<file path="src/rtl/channel_entry_alloc_pkg.sv">
// Shared constants and pointer helpers for the five-entry channel allocator.
package channel_entry_alloc_pkg;

  localparam int CH_ENTRY_NUM = 5;
  localparam int CH_PTR_W     = 3;

  // Advance a ring pointer by one, wrapping from the last entry back to 0.
  // Out-of-range inputs also fold to 0 so a pointer can never escape 0..4.
  function automatic logic [CH_PTR_W-1:0] ptr_inc(input logic [CH_PTR_W-1:0] ptr);
    logic [CH_PTR_W-1:0] nxt;
    if (ptr >= CH_PTR_W'(CH_ENTRY_NUM - 1)) begin
      nxt = {CH_PTR_W{1'b0}};
    end else begin
      nxt = ptr + CH_PTR_W'(1);
    end
    return nxt;
  endfunction

endpackage

</file>
<file path="src/rtl/channel_free_pick.sv">
// Combinational first-free search: rotate the free mask so the start pointer
// sits at position 0, then priority-encode the lowest set position.
module channel_free_pick
  import channel_entry_alloc_pkg::*;
(
  input  logic [CH_ENTRY_NUM-1:0] free_mask,
  input  logic [CH_PTR_W-1:0]     start_ptr,
  output logic [CH_PTR_W-1:0]     entry_id,
  output logic                    found
);

  logic [CH_ENTRY_NUM-1:0] rotated_s;
  logic [CH_PTR_W-1:0]     id_lut_s [CH_ENTRY_NUM];
  logic [CH_PTR_W-1:0]     idx_s;

  // Rotate the mask from the start pointer and remember each slot's real entry id.
  always_comb begin
    rotated_s = {CH_ENTRY_NUM{1'b0}};
    for (int i = 0; i < CH_ENTRY_NUM; i++) begin
      id_lut_s[i] = {CH_PTR_W{1'b0}};
    end
    if (start_ptr > CH_PTR_W'(CH_ENTRY_NUM - 1)) begin
      idx_s = {CH_PTR_W{1'b0}};
    end else begin
      idx_s = start_ptr;
    end
    for (int i = 0; i < CH_ENTRY_NUM; i++) begin
      rotated_s[i] = free_mask[idx_s];
      id_lut_s[i]  = idx_s;
      idx_s        = ptr_inc(idx_s);
    end
  end

  // Lowest rotated position wins; scanning downward leaves the lowest hit last.
  always_comb begin
    entry_id = {CH_PTR_W{1'b0}};
    found    = 1'b0;
    for (int i = CH_ENTRY_NUM - 1; i >= 0; i--) begin
      if (rotated_s[i]) begin
        entry_id = id_lut_s[i];
        found    = 1'b1;
      end else begin
        entry_id = entry_id;
        found    = found;
      end
    end
  end

endmodule

</file>
<file path="src/rtl/channel_entry_alloc.sv">
// Five-entry channel allocator: writes claim the first free entry from a
// rotating write pointer, releases free an entry and move the read pointer.
module channel_entry_alloc
  import channel_entry_alloc_pkg::*;
#(
  parameter int DATA_W = 32
) (
  input  logic                             clk_i,
  input  logic                             rst_n_i,
  input  logic                             wr_valid_i,
  input  logic [DATA_W-1:0]                wr_data_i,
  output logic                             wr_ready_o,
  input  logic                             rel_valid_i,
  input  logic [CH_PTR_W-1:0]              rel_id_i,
  output logic [CH_ENTRY_NUM-1:0]          channel_array_valid_o,
  output logic [CH_PTR_W-1:0]              read_ptr_o,
  output logic [CH_ENTRY_NUM-1:0]          read_ptr_dcd_o,
  output logic [CH_ENTRY_NUM*DATA_W-1:0]   entry_data_o,
  output logic [CH_PTR_W-1:0]              count_o
);

  logic [CH_ENTRY_NUM-1:0] valid_r;
  logic [DATA_W-1:0]       payload_r [CH_ENTRY_NUM];
  logic [CH_PTR_W-1:0]     wr_ptr_r;
  logic [CH_PTR_W-1:0]     read_ptr_r;
  logic [CH_PTR_W-1:0]     count_r;

  logic [CH_ENTRY_NUM-1:0] free_s;
  logic [CH_ENTRY_NUM-1:0] valid_nxt_s;
  logic [CH_PTR_W-1:0]     pick_id_s;
  logic                    pick_found_s;
  logic                    wr_fire_s;
  logic                    rel_hit_s;
  logic                    rel_fire_s;

  assign free_s = ~valid_r;

  channel_free_pick u_free_pick (
    .free_mask (free_s),
    .start_ptr (wr_ptr_r),
    .entry_id  (pick_id_s),
    .found     (pick_found_s)
  );

  // Handshake and release qualification, from current state only (no release bypass).
  always_comb begin
    wr_ready_o = |free_s;
    wr_fire_s  = wr_valid_i & wr_ready_o & pick_found_s;
    rel_hit_s  = 1'b0;
    for (int k = 0; k < CH_ENTRY_NUM; k++) begin
      rel_hit_s = rel_hit_s | ((rel_id_i == CH_PTR_W'(k)) & valid_r[k]);
    end
    rel_fire_s = rel_valid_i & rel_hit_s;
  end

  // Next valid vector: set the allocated entry, clear the released one.
  always_comb begin
    valid_nxt_s = valid_r;
    for (int k = 0; k < CH_ENTRY_NUM; k++) begin
      if (wr_fire_s && (pick_id_s == CH_PTR_W'(k))) begin
        valid_nxt_s[k] = 1'b1;
      end else if (rel_fire_s && (rel_id_i == CH_PTR_W'(k))) begin
        valid_nxt_s[k] = 1'b0;
      end else begin
        valid_nxt_s[k] = valid_r[k];
      end
    end
  end

  // State registers: valid flags, payloads, pointers and occupancy count.
  always_ff @(posedge clk_i or negedge rst_n_i) begin
    if (!rst_n_i) begin
      valid_r    <= {CH_ENTRY_NUM{1'b0}};
      wr_ptr_r   <= {CH_PTR_W{1'b0}};
      read_ptr_r <= {CH_PTR_W{1'b0}};
      count_r    <= {CH_PTR_W{1'b0}};
      for (int k = 0; k < CH_ENTRY_NUM; k++) begin
        payload_r[k] <= {DATA_W{1'b0}};
      end
    end else begin
      valid_r <= valid_nxt_s;
      for (int k = 0; k < CH_ENTRY_NUM; k++) begin
        if (wr_fire_s && (pick_id_s == CH_PTR_W'(k))) begin
          payload_r[k] <= wr_data_i;
        end
      end
      if (wr_fire_s) begin
        wr_ptr_r <= ptr_inc(pick_id_s);
      end
      if (rel_fire_s) begin
        read_ptr_r <= ptr_inc(rel_id_i);
      end
      case ({wr_fire_s, rel_fire_s})
        2'b10:   count_r <= count_r + CH_PTR_W'(1);
        2'b01:   count_r <= count_r - CH_PTR_W'(1);
        default: count_r <= count_r;
      endcase
    end
  end

  // Output mapping: decoded read pointer and flattened payloads.
  always_comb begin
    channel_array_valid_o = valid_r;
    read_ptr_o            = read_ptr_r;
    read_ptr_dcd_o        = CH_ENTRY_NUM'(1) << read_ptr_r;
    count_o               = count_r;
    entry_data_o          = {(CH_ENTRY_NUM*DATA_W){1'b0}};
    for (int k = 0; k < CH_ENTRY_NUM; k++) begin
      entry_data_o[k*DATA_W +: DATA_W] = payload_r[k];
    end
  end

endmodule

</file>
<file path="config.mk">
export PLATFORM = sky130hd
export DESIGN_NAME = channel_entry_alloc
export DESIGN_NICKNAME = d
export VERILOG_FILES = /design/src/rtl/channel_entry_alloc_pkg.sv /design/src/rtl/channel_free_pick.sv /design/src/rtl/channel_entry_alloc.sv
export SDC_FILE = /design/constraint.sdc
export NUM_CORES = 1
export LEC_CHECK = 0
export CORE_MARGIN = 5
export CORE_UTILIZATION = 44
export DETAILED_ROUTE_END_ITERATION = 7
export HOLD_SLACK_MARGIN = 0.03
export PLACE_DENSITY = 0.84
export SETUP_SLACK_MARGIN = 0.4
export SYNTH_ARGS = -nofsm -noshare
export SYNTH_HDL_FRONTEND = slang
export SYNTH_SLANG_ARGS = --single-unit
</file>
<file path="constraint.sdc">
create_clock -name clk_i -period 12 [get_ports clk_i]
set_clock_uncertainty 0.05 [all_clocks]
set_input_delay 1.2 -clock clk_i [delete_from_list [all_inputs] [get_ports clk_i]]
set_output_delay 1.2 -clock clk_i [all_outputs]
set_load 0.02 [all_outputs]
</file>
==> results of run 1 <==
cell type report:
class / count / area share, %
Sequential cell: 174 / 40.8
Multi-Input combinational cell: 322 / 29.9
Timing Repair Buffer: 221 / 20.6
Clock buffer: 17 / 3.98
Tap cell: 225 / 2.64
Clock inverter: 15 / 1.58
Inverter: 15 / 0.551
flip-flops by register name, summed over array words and instances, names as in the netlist:
| register | count |
|---|---|
| channel_array_valid_o | 5 |
| wr_ptr_r | 3 |
| entry_data_o | 160 |
| read_ptr_o | 3 |
| count_o | 3 |
worst reg2reg max path, stage by stage, from the launching register on:
cell	delay [ps]
dfrtp_1	590
nor3b_4	500
inv_4	160
ha_1	250
nor3b_1	190
buf_4	210
inv_1	70
ha_1	310
nor3b_1	240
a21oi_1	60
or3_1	340
o211ai_1	130
o221ai_1	160
nor4b_1	180
a221oi_1	500
inv_1	150
ha_1	230
nand4_1	700
buf_4	410
mux2_2	390
kinds of logic (layout without fill, tap and decap cells):
| group | after synthesis | count (layout) | share of synthesized area [%] |
|---|---|---|---|
| AO/OA/AOI/OAI | 57 | 57 | 5.27 |
| XOR/XNOR | 3 | 3 | 0.336 |
| adder cells (fa/ha/maj) | 17 | 17 | 2.82 |
| buffers and inverters | 44 | 268 | 3.52 |
| flip-flops | 174 | 174 | 55.7 |
| multiplexers | 163 | 163 | 26.3 |
| AND/OR/NAND/NOR | 82 | 82 | 6.08 |
cells in the final DEF (no fill, tap or decap), types with 3 or more instances in the layout:
master           instances
ha_1                    16
a21o_1                   5
buf_4                    6
mux2_4                  58
nor3_1                   8
o31ai_1                  3
o21ai_0                  9
nand3_1                  6
or4_1                    3
mux2_1                  42
a21oi_1                  8
nor2_1                   7
a211oi_1                 3
o2111ai_1                3
clkdlybuf4s50_1        214
nand2_1                 23
inv_8                    5
clkbuf_16               17
nand4_1                  3
inv_1                   13
nor2b_1                  5
nor3b_1                  8
dfrtp_1                174
mux2_2                  62
o211ai_1                 3
inv_6                    5
Yosys cell counts (all sizes together) (2+ instances only):
cell	n
a211oi	3
a21boi	2
a21o	5
a21oi	9
a22oi	2
a31oi	2
and3	2
and3b	2
buf	24
clkbuf	5
dfrtp	174
ha	16
inv	15
mux2	162
nand2	23
nand2b	3
nand3	6
nand4	3
nor2	10
nor2b	5
nor3	8
nor3b	9
nor4b	2
o2111ai	3
o211ai	3
o21a	2
o21ai	11
o221ai	2
o31ai	4
or3	2
or4	3
xor2	2
final timing paths:
path                                             to  slack [ps]  cells after the start
hold reg to reg                          count_o[2]         420                      1
hold / removal                           count_o[2]         420                      1
max in group asynchronous          entry_data_o[59]        9580                      2
setup reg to reg                   entry_data_o[51]        6080                     19
setup / recovery                   entry_data_o[51]        6080                     19
min in group asynchronous  channel_array_valid_o[3]         790                      1
power by group through the flow:
stage / Clock [uW] / Sequential [uW] / Combinational [uW]
3_5_place_dp: 0 / 1100 / 2490
4_1_cts: 571 / 1090 / 2510
2_1_floorplan: 0 / 1430 / 1330
3_3_place_gp: 0 / 1090 / 2460
6_report: 557 / 1090 / 2470
5_1_grt: 599 / 1130 / 2640
per-layer routing:
metal	share of wire (%)	vias up	wire length, um
li1	-	2373	-
met1	41	2601	8170
met2	50	147	9910
met3	6.0	26	1190
met4	2.5	0	503
met5	0	-	0
metrics by stage:
step,utilization [%],instance area (um^2),hold WS (ps)
floorplan,-,7820,528
global placement,58.1,10100,407
detailed placement,58.1,10100,415
CTS,61.5,10700,425
global route,61.5,10700,442
finish,61.5,10700,419
==> summary.md, run 1 <==
| Metric | Value |
|---|---|
| Worst-case clock buffer depth | `2` |
| Max_slew headroom | `about 26%` |
| Synthesis-stage register bit count | `174` |
| Reg power frac | `26.5%` |
| Htree depth | `4` |
| Psw | `~1600 uW` |
| Post-CTS sizing | `0` |
| Vias/cell | `around 5.2` |
| Die area | `between 0.02 and 0.025 mm^2` |
| DRT iter0 DRCs | `between 200 and 250` |
| Worst setup startpoint | `wr_ptr_r[2]` |
| P_leak | `between 0.004 and 0.005 uW` |
| Post-synth EDFFs | `0` |
| Async S/R FF share, synth | `100%` |
| Buf/Inv on CP | `5` |
| Placed insts | `about 960` |
| Initial antenna violation count | `0` |
| Combinational Power Share | `about 60%` |
| Largest net degree at the start of global routing | `100` |
| Port Buffers | `~220` |
| GP Congestion | `around 0.86` |
| Multi-input gate area | `approximately 0.0032 mm^2` |
| Unrepaired setup endpoints after global routing | `false` |
| Top post-synthesis cells by area | `dfrtp_1 56%, mux2_4 11%, mux2_2 8.9%` |
| Mean Syn Cell Area | `around 14 um^2` |
| Initial Util | `a little under half` |
| Net count after synthesis | `between 500 and 600` |
| CP required | `between 10000 and 15000 ps` |
| Busiest grt layer | `met2` |
| CP delay by family, top | `simple AND/OR/NAND/NOR gates` |
| Nets | `807` |
| Crit path kind | `reg -> reg` |
| Peak VDD IR | `around 0.21 mV` |
| I/O pin cnt | `216` |
| Switching Share | `40.0%` |
| Final Routed Wirelength | `roughly 20 mm` |
| M1 GR Usage | `around a quarter` |
| Routed Antenna Nets | `0` |
| Yosys top cell by area | `dfrtp_1` |
| Die height | `143 um` |
| Clock network fraction of design power | `13.5%` |
| CP Data Arrival Time | `approximately 6200 ps` |
| Crit path max fanout | `17` |
| CTS sink count | `174` |
| Final TNS setup | `0 ps` |
| CTS tree | `built` |
| TritonRoute pass-1 iters | `5` |
| Yosys top cell area share | `a little under three fifths` |
| Fin cells | `approximately 990` |
| Crit share post-route | `49.4%` |
| Number of global-route vias before repair | `around 5.5k` |
| Hold Crit Class | `reg -> reg` |
| Post-DP HPWL | `~14 mm` |
| Root buffer cell | `clkbuf_16` |
| Residual DRC | `0` |
| Via Count | `5147` |
| Final setup vio count | `0` |
| Slew @ Worst Pin | `1110 ps` |
| FF+latch area | `between 0.004 and 0.005 mm^2` |
| Minimum clock period | `slightly below 6000 ps` |
| Synth cell types | `slightly above 60` |
| Origin of the critical flop-to-flop path | `wr_ptr_r[2]` |
| YS warnings | `0` |
| Worst setup margin | `just over 6000 ps` |
| Fin. Hold Viols | `0` |
| Clk Latency, worst-skew pair | `about 420 ps` |
| Met2 Use GR | `between 30% and 40%` |
| Power Internal | `around 2500 uW` |
| CTS Buf Count | `17` |
| Ant. Diodes | `0` |
| Dpl ws | `~6000 ps` |
| Core area | `0.0174 mm^2` |
| Share of cells above drive strength 1 | `22.5%` |
| Hold Startpoint | `count_o[2]` |
| CP Launch Type | `flop` |
| Max_cap viols | `0` |
| # fillers | `1338` |
| CP Cell Sequence | `nor3b_4 -> inv_4 -> ha_1 -> nor3b_1 -> buf_4 -> inv_1 -> ha_1 -> nor3b_1 -> a21oi_1 -> or3_1 -> o211ai_1 -> o221ai_1 -> nor4b_1 -> a221oi_1 -> inv_1 -> ha_1 -> nand4_1 -> buf_4 -> mux2_2` |
| Status | `finished clean` |
| Worst path slowest cell | `nand4_1` |
| Fin. max-slew vios | `0` |
| Synth Flop Type | `dfrtp_1` |
| Most frequent CP cell | `ha_1` |
| Global Route met3 Usage | `roughly 5.3%` |
| Max Fclk | `169 MHz` |
| Layout area overhead | `36.6%` |
| Post CTS Setup Buffer Count | `0` |
| WL/cell | `approximately 20 um` |
| First-pass GRT wire length | `about 31 mm` |
| Mapped Cells | `540` |
| Overall routing resource usage | `approximately 20%` |
| Post-Syn Area | `between 0.007 and 0.008 mm^2` |
| Hold_buf cts | `0` |
| Sequential cell area fraction in the yosys report | `around 56%` |
| Critical path endpoint category | `flop` |
| Final Total Pwr | `4120 uW` |
| Clk slew on worst S/H paths | `~70 ps` |
| Power density over the cells | `slightly below 400 mW/mm^2` |
| CP max stage delay | `700 ps` |
| Std-Cell Rows | `between 40 and 50` |
| Die W | `between 100 and 150 um` |
| Remaining Overflow, GRT | `0` |
(Power assumes the default switching activity.)
==> run 2, diff against run 1 <==
clock period = 5.7 ns   (was 12 ns; I/O delays follow)
==> run 2 against run 1 <==
Net effect:
- utilization grew 0.39 points
- register-to-register slack lost 5200 ps
- hold slack gained 21 ps
- critical path type unchanged
- setup slack lost 5200 ps
- sequential share of layout area shrank 0.23 points
- non-clock buffer count grew 6
- global-route usage is essentially flat
- first-iteration DRC count grew 16%
- critical endpoint is now entry_data_o[0]
- critical path depth is the same
==> summary.md, run 2 (synthesis gave the netlist of run 1 again) <==
| Metric | Value |
|---|---|
| Status | `finished clean` |
| Crit path max fanout | `15 (-2)` |
| Max Fclk | `205 MHz (+22%)` |
| Final setup vio count | `0 (unchanged)` |
| Ant. Diodes | `0 (unchanged)` |
| Die W | `143 um (unchanged)` |
| Most frequent CP cell | `ha_1` |
| Routed Antenna Nets | `0 (unchanged)` |
| First-pass GRT wire length | `31.3 mm (-0.13%)` |
| Slew @ Worst Pin | `1110 ps (+2.69 ps)` |
| Residual DRC | `0 (unchanged)` |
| Nets | `814 (+0.87%)` |
| Minimum clock period | `4870 ps (-1050 ps)` |
| CP Launch Type | `flop` |
| CP max stage delay | `590 ps (-110 ps)` |
| Overall routing resource usage | `19.7% (about the same)` |
| Crit share post-route | `85.5% (+36 points)` |
| Share of cells above drive strength 1 | `23.9% (+1.4 points)` |
| Port Buffers | `215 (unchanged)` |
| CTS Buf Count | `17 (unchanged)` |
| Post-DP HPWL | `13.9 mm (+2.1%)` |
| Root buffer cell | `clkbuf_16` |
| Initial antenna violation count | `0 (unchanged)` |
| Core area | `0.0174 mm^2 (unchanged)` |
| Hold Crit Class | `reg -> reg` |
| CP delay by family, top | `simple AND/OR/NAND/NOR gates` |
| Max_cap viols | `0 (unchanged)` |
| DRT iter0 DRCs | `267 (+16%)` |
| Fin. max-slew vios | `0 (unchanged)` |
| Critical path endpoint category | `flop` |
| Htree depth | `4 (unchanged)` |
| Vias/cell | `5.15 (-1.1%)` |
| WL/cell | `20.2 um (+0.85%)` |
| Std-Cell Rows | `48 (unchanged)` |
| Initial Util | `45.0% (unchanged)` |
| Number of global-route vias before repair | `5551 (+1.6%)` |
| Final TNS setup | `0 ps (unchanged)` |
| Clk Latency, worst-skew pair | `420 ps (about the same)` |
| Most frequent cells in the layout | `214 x clkdlybuf4s50_1, 172 x dfrtp_1, 62 x mux2_2` |
| CP required | `5960 ps (-6300 ps)` |
| CTS tree | `built` |
| TritonRoute pass-1 iters | `4 (-1)` |
| Layout area overhead | `37.5%` |
| CP Data Arrival Time | `5130 ps (-1050 ps)` |
| Largest net degree at the start of global routing | `87 (-13%)` |
| M1 GR Usage | `24.8% (-0.044 points)` |
| I/O pin cnt | `216 (unchanged)` |
| Unrepaired setup endpoints after global routing | `false` |
| GP Congestion | `0.867 (+0.63%)` |
| Worst-case clock buffer depth | `2 (unchanged)` |
| Via Count | `5125 (-0.43%)` |
| Die height | `143 um (unchanged)` |
| CTS sink count | `174 (unchanged)` |
| Most common cell after layout, fill and taps aside | `clkdlybuf4s50_1` |
| Buf/Inv on CP | `2 (-3)` |
| Final Routed Wirelength | `20.1 mm (+1.6%)` |
| Crit path kind | `reg -> reg` |
| Met2 Use GR | `32.4% (-0.25 points)` |
| Max reg flops | `160 (unchanged)` |
| Global Route met3 Usage | `5.93% (+0.60 points)` |
| Remaining Overflow, GRT | `0 (unchanged)` |
| Worst path slowest cell | `dfrtp_1` |
| Max_slew headroom | `24.8% (-0.90 points)` |
| Busiest grt layer | `met2` |
| Die area | `0.0205 mm^2 (unchanged)` |
| Fin. Hold Viols | `0 (unchanged)` |
| CP Cell Sequence | `nand2b_2 -> inv_2 -> ha_1 -> ha_2 -> a21oi_4 -> ha_1 -> ha_1 -> nor3b_1 -> a21oi_1 -> or3_1 -> o211ai_1 -> o221ai_1 -> nor4b_1 -> a221oi_2 -> ha_1 -> nand2_1 -> and3b_2 -> buf_4 -> mux2_1` |
| Clk slew on worst S/H paths | `70 ps (about the same)` |
==> run 2: changes by cell type in the layout (fill, tap and decap cells not counted), moves of 2 or more <==
cell	previous run	this run
buf_4	6	10
clkinvlp_4	0	3
dfrtp_1	174	172
dfrtp_2	0	2
inv_6	5	3
==> run 2: cell type report <==
type / count / area (um^2)
Sequential cell: 174 / 4360
Timing Repair Buffer: 227 / 2260
Tap cell: 225 / 282
Fill cell: 1321 / 6610
Clock buffer: 17 / 425
Multi-Input combinational cell: 323 / 3220
Clock inverter: 15 / 148
Inverter: 15 / 58.8
==> run 2: worst paths after layout <==
check,start,end,slack (ps),cells past startpoint
max in group asynchronous,rst_n_i,entry_data_o[135],3840,3
min in group asynchronous,rst_n_i,entry_data_o[53],500,2
min,count_o[2],count_o[2],440,1
min reg2reg,count_o[2],count_o[2],440,1
max reg2reg,wr_ptr_r[0],entry_data_o[0],830,19
max,wr_ptr_r[0],entry_data_o[0],830,19
==> run 2: repair_timing <==
action,CTS,global route
resized for setup,1,6
setup endpoints to repair,3,156
gates cloned,0,1
hold buffers,1,0
buffers inserted,0,1
endpoints found under the hold margin,15,0
==> run 2: metal layers <==
metal | up-vias | wire, um
met4 | 0 | 466
met5 | - | 0
met1 | 2565 | 8360
met2 | 152 | 10100
li1 | 2374 | -
met3 | 34 | 1170
==> run 2: through the flow <==
| step | instances | instance area [um^2] | utilization, % | hold WS [ps] | worst slack, ps |
|---|---|---|---|---|---|
| after floorplan | 540 | 7820 | - | 224 | 980 |
| after global placement | 961 | 10100 | 58.3 | 355 | 518 |
| after detailed placement | 961 | 10100 | 58.3 | 357 | 426 |
| after CTS | 994 | 10700 | 61.7 | 440 | 406 |
| after global routing | 996 | 10700 | 61.9 | 447 | 458 |
| final | 996 | 10700 | 61.9 | 439 | 829 |
Power of run 2 is not shown: default switching activity piles up to over one toggle a cycle in this logic, so the estimate is an artifact.
==> run 3, diff against run 2 <==
MAX_ROUTING_LAYER = met4   (was unset)
SYNTH_HIERARCHICAL = 1   (was unset)
==> run 3 against run 2 <==
Net effect:
- routed wire length decreased by 0.95%
- synthesized cell count increased by 2.4%
- setup slack got worse by 83 ps
- design area increased by 1.3%
- hold slack got worse by 290 ps
- sequential share of layout area decreased by 0.56 points
- sequential cell count unchanged
- register-to-register slack got worse by 80 ps
- highest routed layer unchanged
==> summary.md, run 3 <==
| Metric | Value |
|---|---|
| Share of cells above drive strength 1 | `28.8% (+4.9 points)` |
| Die height | `144 um (+0.86%)` |
| Post-synth EDFFs | `0 (unchanged)` |
| Hold_buf cts | `0 (-1)` |
| Worst-case clock buffer depth | `2 (unchanged)` |
| DRT iter0 DRCs | `187 (-30%)` |
| Overall routing resource usage | `19.9% (+0.18 points)` |
| Status | `finished clean` |
| Minimum clock period | `4950 ps (+82.6 ps)` |
| CP Launch Type | `flop` |
| Ant. Diodes | `0 (unchanged)` |
| Final Routed Wirelength | `19.9 mm (-0.95%)` |
| Max_slew headroom | `46.7% (+22 points)` |
| Initial Util | `44.5% (-0.57 points)` |
| Clk slew on worst S/H paths | `70 ps (about the same)` |
| Synth Flop Type | `dfrtp_1` |
| CP Data Arrival Time | `5200 ps (+70 ps)` |
| CTS sink count | `174 (unchanged)` |
| Vias/cell | `5.17 (+0.56%)` |
| CP required | `5950 ps (about the same)` |
| CTS Buf Count | `17 (unchanged)` |
| Largest net degree at the start of global routing | `87 (unchanged)` |
| Top post-synthesis cells by area | `dfrtp_1 55%, mux2_2 16%, mux2_4 9.1%` |
| Fin. max-slew vios | `0 (unchanged)` |
| Sequential cell area fraction in the yosys report | `54.7% (-1.0 points)` |
| Die area | `0.0209 mm^2 (+1.7%)` |
| Slew @ Worst Pin | `799 ps (-315 ps)` |
| Hold Crit Class | `in -> async` |
| Htree depth | `4 (unchanged)` |
| Synthesis-stage register bit count | `174 (unchanged)` |
| Mapped Cells | `553 (+2.4%)` |
| Root buffer cell | `clkbuf_16` |
| Yosys top cell by area | `dfrtp_1` |
| Post-DP HPWL | `14.0 mm (+0.70%)` |
| Std-Cell Rows | `49 (+2.1%)` |
| Yosys top cell area share | `54.7% (-1.0 points)` |
| YS warnings | `6 (+6)` |
| I/O pin cnt | `216 (unchanged)` |
| Residual DRC | `0 (unchanged)` |
| Crit share post-route | `86.9% (+1.4 points)` |
| Max reg flops | `160 (unchanged)` |
| Post-Syn Area | `0.00796 mm^2 (+1.8%)` |
| Clk Latency, worst-skew pair | `410 ps (about the same)` |
| Initial antenna violation count | `0 (unchanged)` |
| Fin. Hold Viols | `0 (unchanged)` |
| GP Congestion | `0.896 (+3.3%)` |
| Port Buffers | `215 (unchanged)` |
| Layout area overhead | `36.8%` |
| Crit path max fanout | `22 (+7)` |
| Net count after synthesis | `606 (+1.7%)` |
| Final setup vio count | `0 (unchanged)` |
| Final TNS setup | `0 ps (unchanged)` |
| Synth cell types | `59 (-4.8%)` |
| Critical path endpoint category | `flop` |
| Nets | `836 (+2.7%)` |
| Commonest cells in the synthesized netlist | `174 x dfrtp_1, 111 x mux2_2, 48 x mux2_4` |
| Number of global-route vias before repair | `5599 (+0.86%)` |
| Crit path kind | `reg -> reg` |
| Die W | `144 um (+0.86%)` |
| Via Count | `5304 (+3.5%)` |
| WL/cell | `19.4 um (-3.8%)` |
| CTS tree | `built` |
| Max Fclk | `202 MHz (-1.7%)` |
| Max_cap viols | `0 (unchanged)` |
| Routed Antenna Nets | `0 (unchanged)` |
| Async S/R FF share, synth | `100% (unchanged)` |
| Remaining Overflow, GRT | `0 (unchanged)` |
| Unrepaired setup endpoints after global routing | `false` |
| Core area | `0.0179 mm^2 (+3.1%)` |
| Most frequent cell after synthesis | `dfrtp_1` |
| Worst setup startpoint | `wr_ptr_r[2]` |
| Mean Syn Cell Area | `14.4 um^2 (-0.55%)` |
| Most common cell after layout, fill and taps aside | `clkdlybuf4s50_1` |
| Origin of the critical flop-to-flop path | `wr_ptr_r[2]` |
| First-pass GRT wire length | `31.3 mm (-0.18%)` |
| TritonRoute pass-1 iters | `5 (+1)` |
| Most frequent cells in the layout | `214 x clkdlybuf4s50_1, 174 x dfrtp_1, 111 x mux2_2` |
run 3: cells by family after synthesis:
logic type	count (synthesis)	synth area share, %
compound gates	66	6.62
xor+xnor	3	0.330
mux	166	25.7
flops	174	54.7
simple gates	78	5.72
fa+ha+maj	14	2.30
buf+inv	52	4.62
run 3: routing by layer:
metal	wire length, um	vias to the layer above	track usage, %
met2	9880	167	31.5
met1	8340	2679	24.8
li1	-	2441	-
met3	1440	17	6.78
met5	0	-	-
met4	232	0	4.81
run 3: through the flow:
stage	utilization [%]	area (um^2)	instances	setup WS [ps]	hold slack [ps]
2_1_floorplan	-	7960	553	1320	224
3_3_place_gp	57.3	10300	986	681	406
3_5_place_dp	57.3	10300	986	640	424
4_1_cts	60.5	10800	1018	617	175
5_1_grt	60.8	10900	1025	429	217
6_report	60.8	10900	1025	746	148
run 3: area by class of cell:
cell class / instances / area, um^2
Clock buffer: 22 / 464
Fill cell: 1402 / 7010
Inverter: 26 / 97.6
Multi-Input combinational cell: 327 / 3240
Timing Repair Buffer: 237 / 2340
Clock inverter: 10 / 101
Sequential cell: 174 / 4350
Tap cell: 229 / 287
run 3: critical path, cell delays in order, from the launching register on:
cell,delay [ps]
dfrtp_1,510
nand2b_1,250
inv_1,90
ha_1,220
or3b_4,400
nand2_1,90
ha_1,260
inv_1,100
a21oi_1,190
o22ai_2,130
or4_1,440
o211ai_1,140
nand4_1,140
a221oi_2,420
ha_1,210
ha_1,140
nand3_1,110
a21oi_4,330
buf_12,230
mux2_2,360
run 3: timing repair:
action                     in CTS  in global routing
setup buffers                   0                  7
gates resized for setup         0                  1
setup endpoints to repair       0                 64
hold endpoints to repair        0                  0
run 3: final timing paths:
kind | end | slack, ps | cells past startpoint
worst max-delay path | entry_data_o[107] | 750 | 19
worst min-delay path | entry_data_o[141] | 150 | 1
worst max register to register | entry_data_o[107] | 750 | 19
worst min register to register | entry_data_o[96] | 440 | 1
max in group asynchronous | entry_data_o[69] | 4290 | 2
min in group clk_i | entry_data_o[96] | 440 | 1
Power of run 3 is left out for the same reason.
